==> src/rtl/nn_seq_pkg.sv <==
// Shared types and constants for the per-sample layer sequencer.
package nn_seq_pkg;

    localparam int DEFAULT_TIMEOUT = 4096;
    localparam int DEFAULT_CW      = 32;

    typedef enum logic [2:0] {
        IDLE,
        CLK_LSB,
        RST_CONV,
        WAIT_CONV,
        CLK_AC,
        OUTPUT
    } seq_state_e;

    // Width of the single layer index register; never narrower than one bit.
    function automatic int layer_idx_width(input int n_layers);
        return (n_layers < 2) ? 1 : $clog2(n_layers);
    endfunction

endpackage

==> src/rtl/sample_edge_sync.sv <==
// Brings the codec sample clock into the clk domain and emits a one-cycle
// start pulse for each synchronised rising edge. The detector only arms once
// a synchronised low has been seen after reset, so a sample_clk that is
// already high when reset releases does not count as an edge.
module sample_edge_sync (
    input  logic clk,
    input  logic rst,
    input  logic sample_clk,
    output logic start
);

    logic sync1_q, sync1_d;
    logic sync2_q, sync2_d;
    logic prev_q, prev_d;
    logic fill1_q, fill1_d;
    logic fill2_q, fill2_d;
    logic armed_q, armed_d;
    logic start_q, start_d;

    // Shift the sample through the chain, track chain fill, arm on a real low and detect 0->1
    always_comb begin
        sync1_d = sample_clk;
        sync2_d = sync1_q;
        prev_d  = sync2_q;
        fill1_d = 1'b1;
        fill2_d = fill1_q;
        armed_d = armed_q | (fill2_q & ~sync2_q);
        start_d = armed_q & sync2_q & ~prev_q;
    end

    // Synchroniser, edge register and arming flag
    always_ff @(posedge clk or posedge rst) begin
        if (rst) begin
            sync1_q <= 1'b0;
            sync2_q <= 1'b0;
            prev_q  <= 1'b0;
            fill1_q <= 1'b0;
            fill2_q <= 1'b0;
            armed_q <= 1'b0;
            start_q <= 1'b0;
        end else begin
            sync1_q <= sync1_d;
            sync2_q <= sync2_d;
            prev_q  <= prev_d;
            fill1_q <= fill1_d;
            fill2_q <= fill2_d;
            armed_q <= armed_d;
            start_q <= start_d;
        end
    end

    assign start = start_q;

endmodule

==> src/rtl/layer_sequencer.sv <==
// Per-sample forward-pass sequencer for the cached dilated causal conv network.
// Walks the conv layers in order with one shared layer index, emits registered
// one-cycle control pulses, and monitors overruns, conv timeouts and pass latency.
module layer_sequencer
    import nn_seq_pkg::*;
#(
    parameter int N_LAYERS = 3,
    parameter int TIMEOUT  = DEFAULT_TIMEOUT,
    parameter int CW       = DEFAULT_CW
) (
    input  logic                clk,
    input  logic                rst,
    input  logic                sample_clk,
    input  logic [N_LAYERS-1:0] conv_out_v,
    input  logic                clear,
    output logic                lsb_clk,
    output logic [N_LAYERS-1:0] conv_rst,
    output logic [N_LAYERS-2:0] ac_clk,
    output logic                out_latch,
    output logic                busy,
    output logic                overrun,
    output logic                fault,
    output logic [CW-1:0]       last_pass_cycles,
    output logic [CW-1:0]       max_pass_cycles
);

    localparam int            LW         = layer_idx_width(N_LAYERS);
    localparam logic [LW-1:0] LAST_LAYER = LW'(N_LAYERS - 1);
    localparam logic [CW-1:0] WAIT_LIMIT = CW'(TIMEOUT - 1);

    seq_state_e          state_q, state_d;
    logic [LW-1:0]       layer_q, layer_d;
    logic [CW-1:0]       wait_q, wait_d;
    logic [CW-1:0]       pass_q, pass_d;
    logic [CW-1:0]       last_q, last_d;
    logic [CW-1:0]       max_q, max_d;
    logic                overrun_q, overrun_d;
    logic                fault_q, fault_d;
    logic                lsb_clk_q, lsb_clk_d;
    logic                out_latch_q, out_latch_d;
    logic                busy_q, busy_d;
    logic [N_LAYERS-1:0] conv_rst_q, conv_rst_d;
    logic [N_LAYERS-2:0] ac_clk_q, ac_clk_d;
    logic                start;
    logic                out_v_sel;
    logic [CW-1:0]       pass_total;

    function automatic logic [CW-1:0] sat_inc(input logic [CW-1:0] v);
        return (v == {CW{1'b1}}) ? v : v + 1'b1;
    endfunction

    sample_edge_sync u_sample_edge_sync (
        .clk        (clk),
        .rst        (rst),
        .sample_clk (sample_clk),
        .start      (start)
    );

    // Next state, counters, sticky flags and pulse decode from the next state
    always_comb begin
        state_d    = state_q;
        layer_d    = layer_q;
        wait_d     = wait_q;
        pass_d     = pass_q;
        last_d     = last_q;
        max_d      = max_q;
        overrun_d  = overrun_q;
        fault_d    = fault_q;
        out_v_sel  = |(conv_out_v & (N_LAYERS'(1) << layer_q));
        pass_total = sat_inc(pass_q);

        if (clear) begin
            overrun_d = 1'b0;
            fault_d   = 1'b0;
            max_d     = '0;
        end

        if (start && (state_q != IDLE)) begin
            overrun_d = 1'b1;
        end

        case (state_q)
            IDLE: begin
                if (start) begin
                    state_d = CLK_LSB;
                end
            end
            CLK_LSB: begin
                state_d = RST_CONV;
                layer_d = '0;
            end
            RST_CONV: begin
                state_d = WAIT_CONV;
                wait_d  = '0;
            end
            WAIT_CONV: begin
                wait_d = sat_inc(wait_q);
                if (out_v_sel) begin
                    state_d = (layer_q == LAST_LAYER) ? OUTPUT : CLK_AC;
                end else if (wait_q >= WAIT_LIMIT) begin
                    fault_d = 1'b1;
                    state_d = IDLE;
                end
            end
            CLK_AC: begin
                state_d = RST_CONV;
                layer_d = layer_q + 1'b1;
            end
            OUTPUT: begin
                state_d = IDLE;
                last_d  = pass_total;
                max_d   = (pass_total > max_q) ? pass_total : max_q;
            end
            default: begin
                state_d = IDLE;
            end
        endcase

        if (state_d == CLK_LSB) begin
            pass_d = '0;
        end else if (state_q != IDLE) begin
            pass_d = pass_total;
        end

        lsb_clk_d   = (state_d == CLK_LSB);
        out_latch_d = (state_d == OUTPUT);
        busy_d      = (state_d != IDLE);
        conv_rst_d  = (state_d == RST_CONV) ? (N_LAYERS'(1) << layer_d) : '0;
        ac_clk_d    = (state_d == CLK_AC) ? ((N_LAYERS - 1)'(1) << layer_d) : '0;
    end

    // State, counters and registered outputs
    always_ff @(posedge clk or posedge rst) begin
        if (rst) begin
            state_q     <= IDLE;
            layer_q     <= '0;
            wait_q      <= '0;
            pass_q      <= '0;
            last_q      <= '0;
            max_q       <= '0;
            overrun_q   <= 1'b0;
            fault_q     <= 1'b0;
            lsb_clk_q   <= 1'b0;
            out_latch_q <= 1'b0;
            busy_q      <= 1'b0;
            conv_rst_q  <= '0;
            ac_clk_q    <= '0;
        end else begin
            state_q     <= state_d;
            layer_q     <= layer_d;
            wait_q      <= wait_d;
            pass_q      <= pass_d;
            last_q      <= last_d;
            max_q       <= max_d;
            overrun_q   <= overrun_d;
            fault_q     <= fault_d;
            lsb_clk_q   <= lsb_clk_d;
            out_latch_q <= out_latch_d;
            busy_q      <= busy_d;
            conv_rst_q  <= conv_rst_d;
            ac_clk_q    <= ac_clk_d;
        end
    end

    assign lsb_clk          = lsb_clk_q;
    assign conv_rst         = conv_rst_q;
    assign ac_clk           = ac_clk_q;
    assign out_latch        = out_latch_q;
    assign busy             = busy_q;
    assign overrun          = overrun_q;
    assign fault            = fault_q;
    assign last_pass_cycles = last_q;
    assign max_pass_cycles  = max_q;

endmodule

==> config.mk <==
export PLATFORM = sky130hd
export DESIGN_NAME = layer_sequencer
export DESIGN_NICKNAME = d
export VERILOG_FILES = /design/src/rtl/nn_seq_pkg.sv /design/src/rtl/sample_edge_sync.sv /design/src/rtl/layer_sequencer.sv
export SDC_FILE = /design/constraint.sdc
export NUM_CORES = 1
export LEC_CHECK = 0
export CAP_MARGIN = 25
export CELL_PAD_IN_SITES_DETAIL_PLACEMENT = 2
export CELL_PAD_IN_SITES_GLOBAL_PLACEMENT = 2
export CORE_UTILIZATION = 36
export DETAILED_ROUTE_END_ITERATION = 7
export PLACE_DENSITY_LB_ADDON = 0.1
export SYNTH_ARGS = -nofsm -noshare
export SYNTH_HDL_FRONTEND = slang
export SYNTH_SLANG_ARGS = --single-unit
==> constraint.sdc <==
create_clock -name clk -period 7.2 [get_ports clk]
set_clock_uncertainty 0.1 [all_clocks]
set_input_delay 2.16 -clock clk [delete_from_list [all_inputs] [get_ports clk]]
set_output_delay 2.16 -clock clk [all_outputs]
set_load 0.02 [all_outputs]
# == After elaboration in Yosys (flattened, before gate mapping) ==
# Cells that the tools add are included.
# W data, S select, Z words.
# op_classes
n_addsub,3
magnitude_cmp,2
n_eq_ne,14
shifts,3
mux,22
n_bitwise,7
reduce_logical,12
# ops
operator,n
$mux W32,7
$add A32 B1 Y32 const B,2
$eq A32 B32 Y1 const B,2
$pmux W32 S2,1
$ge A32 B12 Y1 const B,1
$gt A32 B32 Y1,1
$eq A3 B3 Y1 const B,4
$mux W3,4
$pmux W3 S4,1
$eq A3 B2 Y1 const B,3
$reduce_bool A2 Y1,4
$mux W1,7
$eq A3 B1 Y1 const B,2
$reduce_bool A3 Y1,2
$shl A1 B2 Y3 const A,2
$ne A2 B2 Y1 const B,2
$pmux W2 S2,1
$reduce_and A2 Y1,2
$and A1 B1 Y1,3
$and A3 B3 Y3,1
$logic_not A3 Y1,1
$reduce_or A3 Y1,1
$add A2 B1 Y2 const B,1
$eq A2 B2 Y1 const B,1
other kinds (6),7
# word_totals
regBits,150
in_bits,7
out_inout_bits,74
elab_cells,83

# == Depth between registers and ports, before layout ==
# Gate-level depths: netlist of the first run.
# depth
word_depth,7
depth_mapped,16
depth_no_buf,14

# == By module ==
# A second synthesis of the first run with hierarchy kept.
# hier_totals
hier_cells,875
area_unflattened_um2,8192.9
# by_module_without_submodules
module,instances,cells_each,area_per_inst_um2,seq_area_each_um2
layer_sequencer,1,862,7991.4,3578.4
sample_edge_sync,1,13,201.4,175.2

# == Worst setup path before layout of the first run ==
# No wires, ideal clock.
# synth_timing
kind,register to register
from,register pass_q[0]
to,register max_q[2] (netlist: max_pass_cycles[2])
setup_time_ps,137
arrival_time_ps,3735
required_ps,6963
setup_slack_ps,3228
stages_incl_launch_ff,16
path_buffers,1
period_less_slack_ps,3972
path_cell_list,dfrtp_1 -> ha_1 -> nand3_1 -> or4_1 -> o31ai_2 -> or4_1 -> xnor2_1 -> inv_1 -> ha_1 -> nand4_1 -> or2_2 -> or3_1 -> nand3_1 -> nand3_1 -> buf_2 -> mux2i_1
# synth_between
elab_chain_len,5
elab_cells_between_ends,8
cone_classes,add/sub: 1; order compare: 1; eq/ne: 2; mux: 3; reduce/logical: 1
# synth_rtl
item,line,rtl
from (decl),layer_sequencer.sv:34,"logic [CW-1:0] pass_q, pass_d;"
from (signal assigned),layer_sequencer.sv:152,pass_q <= pass_d;
$add A32 B1 Y32 or $eq A32 B32 Y1 (tied branches),layer_sequencer.sv:49,return (v == {CW{1'b1}}) ? v : v + 1'b1;
$mux W32 *,layer_sequencer.sv:49,
via pass_total[31],layer_sequencer.sv:46,logic [CW-1:0] pass_total;
$gt A32 B32 Y1 *,layer_sequencer.sv:112,max_d = (pass_total > max_q) ? pass_total : max_q;
$ne A2 B2 Y1 (no line) *,-,
$reduce_and A2 Y1 (no line) *,-,
to (signal assigned),layer_sequencer.sv:154,max_q <= max_d;
to (decl),layer_sequencer.sv:36,"logic [CW-1:0] max_q, max_d;"
# The timed path passes the listed nets; every way through them passes the cells marked *. The select of a mux whose other input is x is not followed.
# A chain may end at the register's enable or synchronous reset.

# == Worst setup path after layout of the first run ==
# layout_timing
from,register pass_q[0]
to,register max_q[23] (netlist: max_pass_cycles[23])
# The elaborated chain is that of the path after synthesis.

==> flow_summary.ini, run 1 <==
[run_status]
status = finished, violations left
violations = DRC

[critical_path]
crit_fanout = 25
critPathSlowestCell = a31oi_1
criticalPathCategory = reg -> reg
cp.arrival_ns = 5.51
slowest_delay_ns = 0.70
path_cells = ha_1 > nand3_1 > or2_2 > a31oi_1 > nand3_1 > xor2_1 > inv_1 > ha_1 > nand4_1 > nor4_1 > a22oi_1 > nand4_1 > nand3_2 > buf_4 > mux2i_1
crit_path_start_kind = register
crit_required_ns = 7.38
end_kind = register

[clocking]
cts.sinks = 150
post-cts-setup-buffer-count = 0
clk_pin_slew_ns = 0.07
cts_buffers = 17
cts_hold_buf = 0
clock-root-buffer = clkbuf_16
htreeDepth = 4
insertion_delay_ns = 0.43
cts_tree = yes
clock_path_buffers = 2
post_cts_resized = 0

[job]
drv_cap = 0

[pwr]
netSwitchingFraction = 0.368
p_leak_uw = 0.00462
p_switching_uw = 939
pwr-share-seq = 0.390
finalPower_uw = 2550
combPwrFrac = 0.256
pwr_density_cell_nw_per_um2 = 260
clock_power_share = 0.354
internal_power_uw = 1610
ir_drop_uv = 144

[drt]
drtIter0Drc = 256
drc = 7
ant_nets = 0
viasPerCell = 5.49
wirelength_microns = 25500
wl_per_cell_microns = 20.2
dr.pass1.iters = 6
via_count = 6920

[logic_synthesis]
avgSynthCellArea_sq_um = 9.07
synth-seq-cells = 150
synth-edff-count = 0
synthArstFlopShare = 1.00
synth_top_area_frac = 0.462
netlist_area_sq_um = 8120
yosysTopAreaCell = dfrtp_1
ys_seq_area_frac = 0.462
synthDistinctLibCells = 52
synth_area_leaders = dfrtp_1, nand2_1, ha_1
synthCells = 895
yosysWarnings = 0
synth_fp_nets = 939
ys.flop_type = dfrtp_1

[sta]
hold_viol = 0
min_period_over_period = 0.740
drv_slew = 0
slew_headroom = 0.359
rsz0062_at_grt = no
setup_tns_ns = 0
max_slew.worst_pin.slew_ns = 0.958
max_freq_mhz = 188
setup-violations-final = 0
layout_min_cycle_time_ns = 5.33

[floorplan]
dieWidth_microns = 152
core_area_sq_um = 22000
dieArea_sq_um = 23200
ios = 81
die_h_microns = 152
start_util = 0.370
rows = 54

[finish]
fin_nets = 1011
n_antenna_cell = 0
fill_cells = 2382
fin_util = 0.446
syn_to_final_growth_pct = 20.7
layout-drive-gt1-share = 0.0510

[grt]
grt_pass1_vias = 7813
antenna_found_initial = 0
grt_max_degree = 109
grt_use_total = 0.230
grt_pass1_wl_microns = 42200
grt_overflow_total = 0

[placement]
gp_congestion = 0.846
numPortBuffers = 80
dp_hpwl_microns = 17700

[min_path]
hp-class = reg -> reg
-- critical path: cells and delay by family, from the launching register on --
kind / cells / cell delay [ns]
compound gates: 2 / 0.99
xor+xnor: 1 / 0.35
fa+ha+maj: 2 / 0.62
buf+inv: 2 / 0.50
flops: 1 / 0.44
mux: 1 / 0.19
simple gates: 7 / 1.97
-- per-layer routing --
metal | routed length (microns) | up-vias | track usage
li1 | - | 3243 | -
met1 | 10900 | 3553 | 0.274
met2 | 13500 | 97 | 0.426
met3 | 664 | 27 | 0.0330
met4 | 371 | 0 | 0.0705
met5 | 0 | - | 0
-- cells in the final DEF, fill, tap and decap left out, types with 6 or more instances in the layout --
master and count:
a31oi_1 6, nor3_1 12, inv_1 76, clkbuf_16 17, xnor2_1 17, xor2_1 35, a21oi_1 27, and3_1 23
nand3b_1 15, or3_1 6, o21ai_0 81, or4_1 8, dfrtp_1 150, and4_1 11, nor2_1 51, nand2_1 129
buf_4 8, nor4_1 12, nand4_1 29, nand3_1 42, ha_1 37, a21o_1 6, clkdlybuf4s50_1 80, mux2i_1 36
-- worst paths after layout --
path                            slack, ns                                  from                             endpoint  cells past startpoint
max in group asynchronous            4.25                                   rst                wait_q[2]$_DFFE_PP0P_                      3
worst max-delay path                 1.87                 pass_q[0]$_DFFE_PP0P_      max_pass_cycles[23]$_DFFE_PP0P_                     15
worst min-delay path                 0.25  u_sample_edge_sync.sync1_q$_DFF_PP0_  u_sample_edge_sync.prev_d$_DFF_PP0_                      0
worst max register to register       1.87                 pass_q[0]$_DFFE_PP0P_      max_pass_cycles[23]$_DFFE_PP0P_                     15
worst min register to register       0.25  u_sample_edge_sync.sync1_q$_DFF_PP0_  u_sample_edge_sync.prev_d$_DFF_PP0_                      0
min in group asynchronous            1.93                                   rst       max_pass_cycles[2]$_DFFE_PP0P_                      2
-- final cells by class --
class,instances,area [sq um],share of cell area
multi-input cells,631,3930,0.401
well taps,280,350,0.0357
repair buffers,89,888,0.0906
clock buffers,17,425,0.0434
clock inverters,15,161,0.0165
flip-flops and latches,150,3750,0.383
inverters,78,298,0.0304
-- registers in the layout, indices dropped and copies added (netlist names), 2 cells and up --
| name | cells |
|---|---|
| conv_rst | 3 |
| wait_q | 32 |
| layer_q | 2 |
| max_pass_cycles | 32 |
| last_pass_cycles | 32 |
| pass_q | 32 |
| ac_clk | 2 |
| state_q | 3 |
-- power by group through the flow --
stage          clock (uW)  sequential (uW)  combinational (uW)
2_1_floorplan           0              993                 393
3_3_place_gp            0             1000                 621
3_5_place_dp            0             1010                 652
4_1_cts               925              995                 668
5_1_grt               954             1010                 727
6_report              901              995                 653
-- logic make-up (layout without fill, tap and decap cells) --
kind of cell | count (synthesis) | in the layout | synth area share
simple gates | 361 | 361 | 0.224
flops | 150 | 150 | 0.462
compound gates | 144 | 144 | 0.100
buf+inv | 114 | 199 | 0.0553
xor+xnor | 52 | 52 | 0.0561
fa+ha+maj | 37 | 37 | 0.0570
mux | 36 | 36 | 0.0444
other cells | 1 | 1 | 0.000462
-- stage by stage --
stage | area [sq um] | hold WS [ns] | cells | setup slack (ns)
floorplan | 8120 | 0.231 | 895 | 0.904
global placement | 9190 | 0.235 | 1227 | 2.00
detailed placement | 9190 | 0.238 | 1227 | 1.94
CTS | 9780 | 0.255 | 1259 | 1.89
global route | 9800 | 0.269 | 1260 | 1.55
finish | 9800 | 0.253 | 1260 | 1.87
-- cell usage after synthesis (all sizes together) (2+ instances only) --
master and number:
dfrtp 150, nand2 129, o21ai 83, inv 77, nor2 51, nand3 43
ha 37, mux2i 36, xor2 35, clkbuf 29, nand4 29, a21oi 27
and3 23, xnor2 17, nand3b 15, nor3 14, nor4 12, and4 11
or4 8, buf 7, a21o 6, a31oi 6, or3 6, and2 5
o31ai 4, a221oi 3, nand2b 3, nor2b 3, or2 3, a22oi 2
nand4b 2, nor3b 2, o22ai 2, o41ai 2
Power figures use the tool's default switching activity.
==> inputs of run 2 (changes only) <==
clock period = 5.07 ns   (was 7.2 ns; I/O delays follow)
==> run 2 against run 1 <==
The run still ends with DRC left. Sequential power grew 40%. Fmax grew 11%. Setup slack lost 1.6 ns. Flip-flop and latch count is the same. Clock power grew 48%. Count of clock-buffer cells in the layout is the same. Via count grew 0.75%. Critical path type unchanged.
==> flow_summary.ini, run 2 (synthesis results as in run 1) <==
[pwr]
combPwrFrac = 0.256
p_leak_uw = 0.00467
netSwitchingFraction = 0.359
ir_drop_uv = 290
clock_power_share = 0.365
pwr_density_cell_nw_per_um2 = 368
pwr-share-seq = 0.379
p_switching_uw = 1310
internal_power_uw = 2340

[clocking]
clk_pin_slew_ns = 0.07
cts_buffers = 17
cts_tree = yes
clock-root-buffer = clkbuf_16
clock_path_buffers = 2
htreeDepth = 4
cts.sinks = 150
insertion_delay_ns = 0.44

[finish]
layout-drive-gt1-share = 0.0597
syn_to_final_growth_pct = 22.1
fill_cells = 2384
n_antenna_cell = 0
final_common_cell = dfrtp_1
final_cell_mix = dfrtp_1, nand2_1, o21ai_0, clkdlybuf4s50_1, inv_1
fin_nets = 1019
fin_util = 0.451
multi_input_area_sq_um = 3940
layout.area.seq_sq_um = 3750

[drt]
via_count = 6972
wirelength_microns = 25200
wl_per_cell_microns = 19.9
ant_nets = 0
drtIter0Drc = 230
dr.pass1.iters = 6
drc = 4
viasPerCell = 5.50

[sta]
max_slew.worst_pin.slew_ns = 0.943
layout_min_cycle_time_ns = 4.82
min_period_over_period = 0.950
setup-violations-final = 0
drv_slew = 0
slew_headroom = 0.369
hold_viol = 0
rsz0062_at_grt = no
max_freq_mhz = 208
setup_tns_ns = 0

[floorplan]
core_area_sq_um = 22000
die_h_microns = 152
dieArea_sq_um = 23200
rows = 54
dieWidth_microns = 152
ios = 81
start_util = 0.370

[min_path]
hp-class = reg -> reg

[critical_path]
crit_fanout = 22
end_kind = register
crit_required_ns = 5.25
cp.arrival_ns = 5.00
crit_path_start_kind = register
criticalPathCategory = reg -> reg
reg2reg_setup_slack_ns = 0.25

[grt]
grt_max_degree = 67
grt_use_total = 0.232
antenna_found_initial = 0
grt_pass1_vias = 7877
grt_pass1_wl_microns = 42500
grt_overflow_total = 0

[run_status]
status = finished, violations left
violations = DRC

[placement]
dp_hpwl_microns = 18100
gp_congestion = 0.863
numPortBuffers = 80

[job]
drv_cap = 0
-- run 2: timing repair --
| action | in CTS | in global routing |
|---|---|---|
| setup buffers | 0 | 0 |
| endpoints found under the setup margin | 0 | 1 |
| hold buffers | 0 | 0 |
| gates resized for setup | 0 | 2 |
-- run 2: per-stage QoR --
| stage | instance area, sq um | hold slack (ns) | power (uW) | std cells | setup WS, ns |
|---|---|---|---|---|---|
| after floorplan | 8120 | 0.231 | 1970 | 895 | 1.10 |
| after detailed placement | 9290 | 0.242 | 2350 | 1236 | 0.379 |
| after CTS | 9900 | 0.259 | 3700 | 1268 | 0.209 |
| after global routing | 9910 | 0.272 | 3860 | 1268 | 0.0179 |
| final | 9910 | 0.256 | 3650 | 1268 | 0.254 |
| after global placement | 9290 | 0.233 | 2290 | 1236 | 0.477 |
-- run 2: layout make-up --
type | count | share of cell area
inverter | 78 | 0.0299
sequential | 150 | 0.379
clock buffer | 17 | 0.0429
clock inverter | 15 | 0.0180
timing repair buffer | 97 | 0.0974
multi-input combinational | 631 | 0.398
tap | 280 | 0.0353
-- run 2: final timing paths --
check / from / end / cells past startpoint
hold reg to reg: u_sample_edge_sync.fill1_q$_DFF_PP0_ / u_sample_edge_sync.fill2_q$_DFF_PP0_ / 0
min in group asynchronous: rst / last_pass_cycles[11]$_DFFE_PP0N_ / 2
setup / recovery: pass_q[12]$_DFFE_PP0P_ / max_pass_cycles[26]$_DFFE_PP0P_ / 14
setup reg to reg: pass_q[12]$_DFFE_PP0P_ / max_pass_cycles[26]$_DFFE_PP0P_ / 14
max in group asynchronous: rst / wait_q[3]$_DFFE_PP0P_ / 3
hold / removal: u_sample_edge_sync.fill1_q$_DFF_PP0_ / u_sample_edge_sync.fill2_q$_DFF_PP0_ / 0
-- run 2: critical path: stages (launching register included) --
cell	delay, ns
dfrtp_1	0.46
and4_1	0.36
nand4_1	0.37
nor3_1	0.54
nand4_1	0.29
xnor2_1	0.49
inv_1	0.10
ha_1	0.35
nand4_1	0.19
or2_2	0.36
or3_1	0.43
nand3_1	0.13
nand3_2	0.13
buf_12	0.20
mux2i_1	0.15
-- run 2: layer usage --
| metal | global-route usage | vias to the layer above | wire, microns |
|---|---|---|---|
| met5 | 0 | - | 0 |
| met2 | 0.433 | 103 | 13400 |
| met1 | 0.268 | 3566 | 10700 |
| met4 | 0.0773 | 0 | 468 |
| met3 | 0.0350 | 39 | 586 |
| li1 | - | 3264 | - |
-- run 2: power groups by stage --
stage | Clock, uW | Combinational (uW) | Sequential [uW]
floorplan | 0 | 559 | 1410
global placement | 0 | 894 | 1400
detailed placement | 0 | 937 | 1410
CTS | 1360 | 953 | 1390
global route | 1410 | 1050 | 1400
finish | 1330 | 935 | 1390
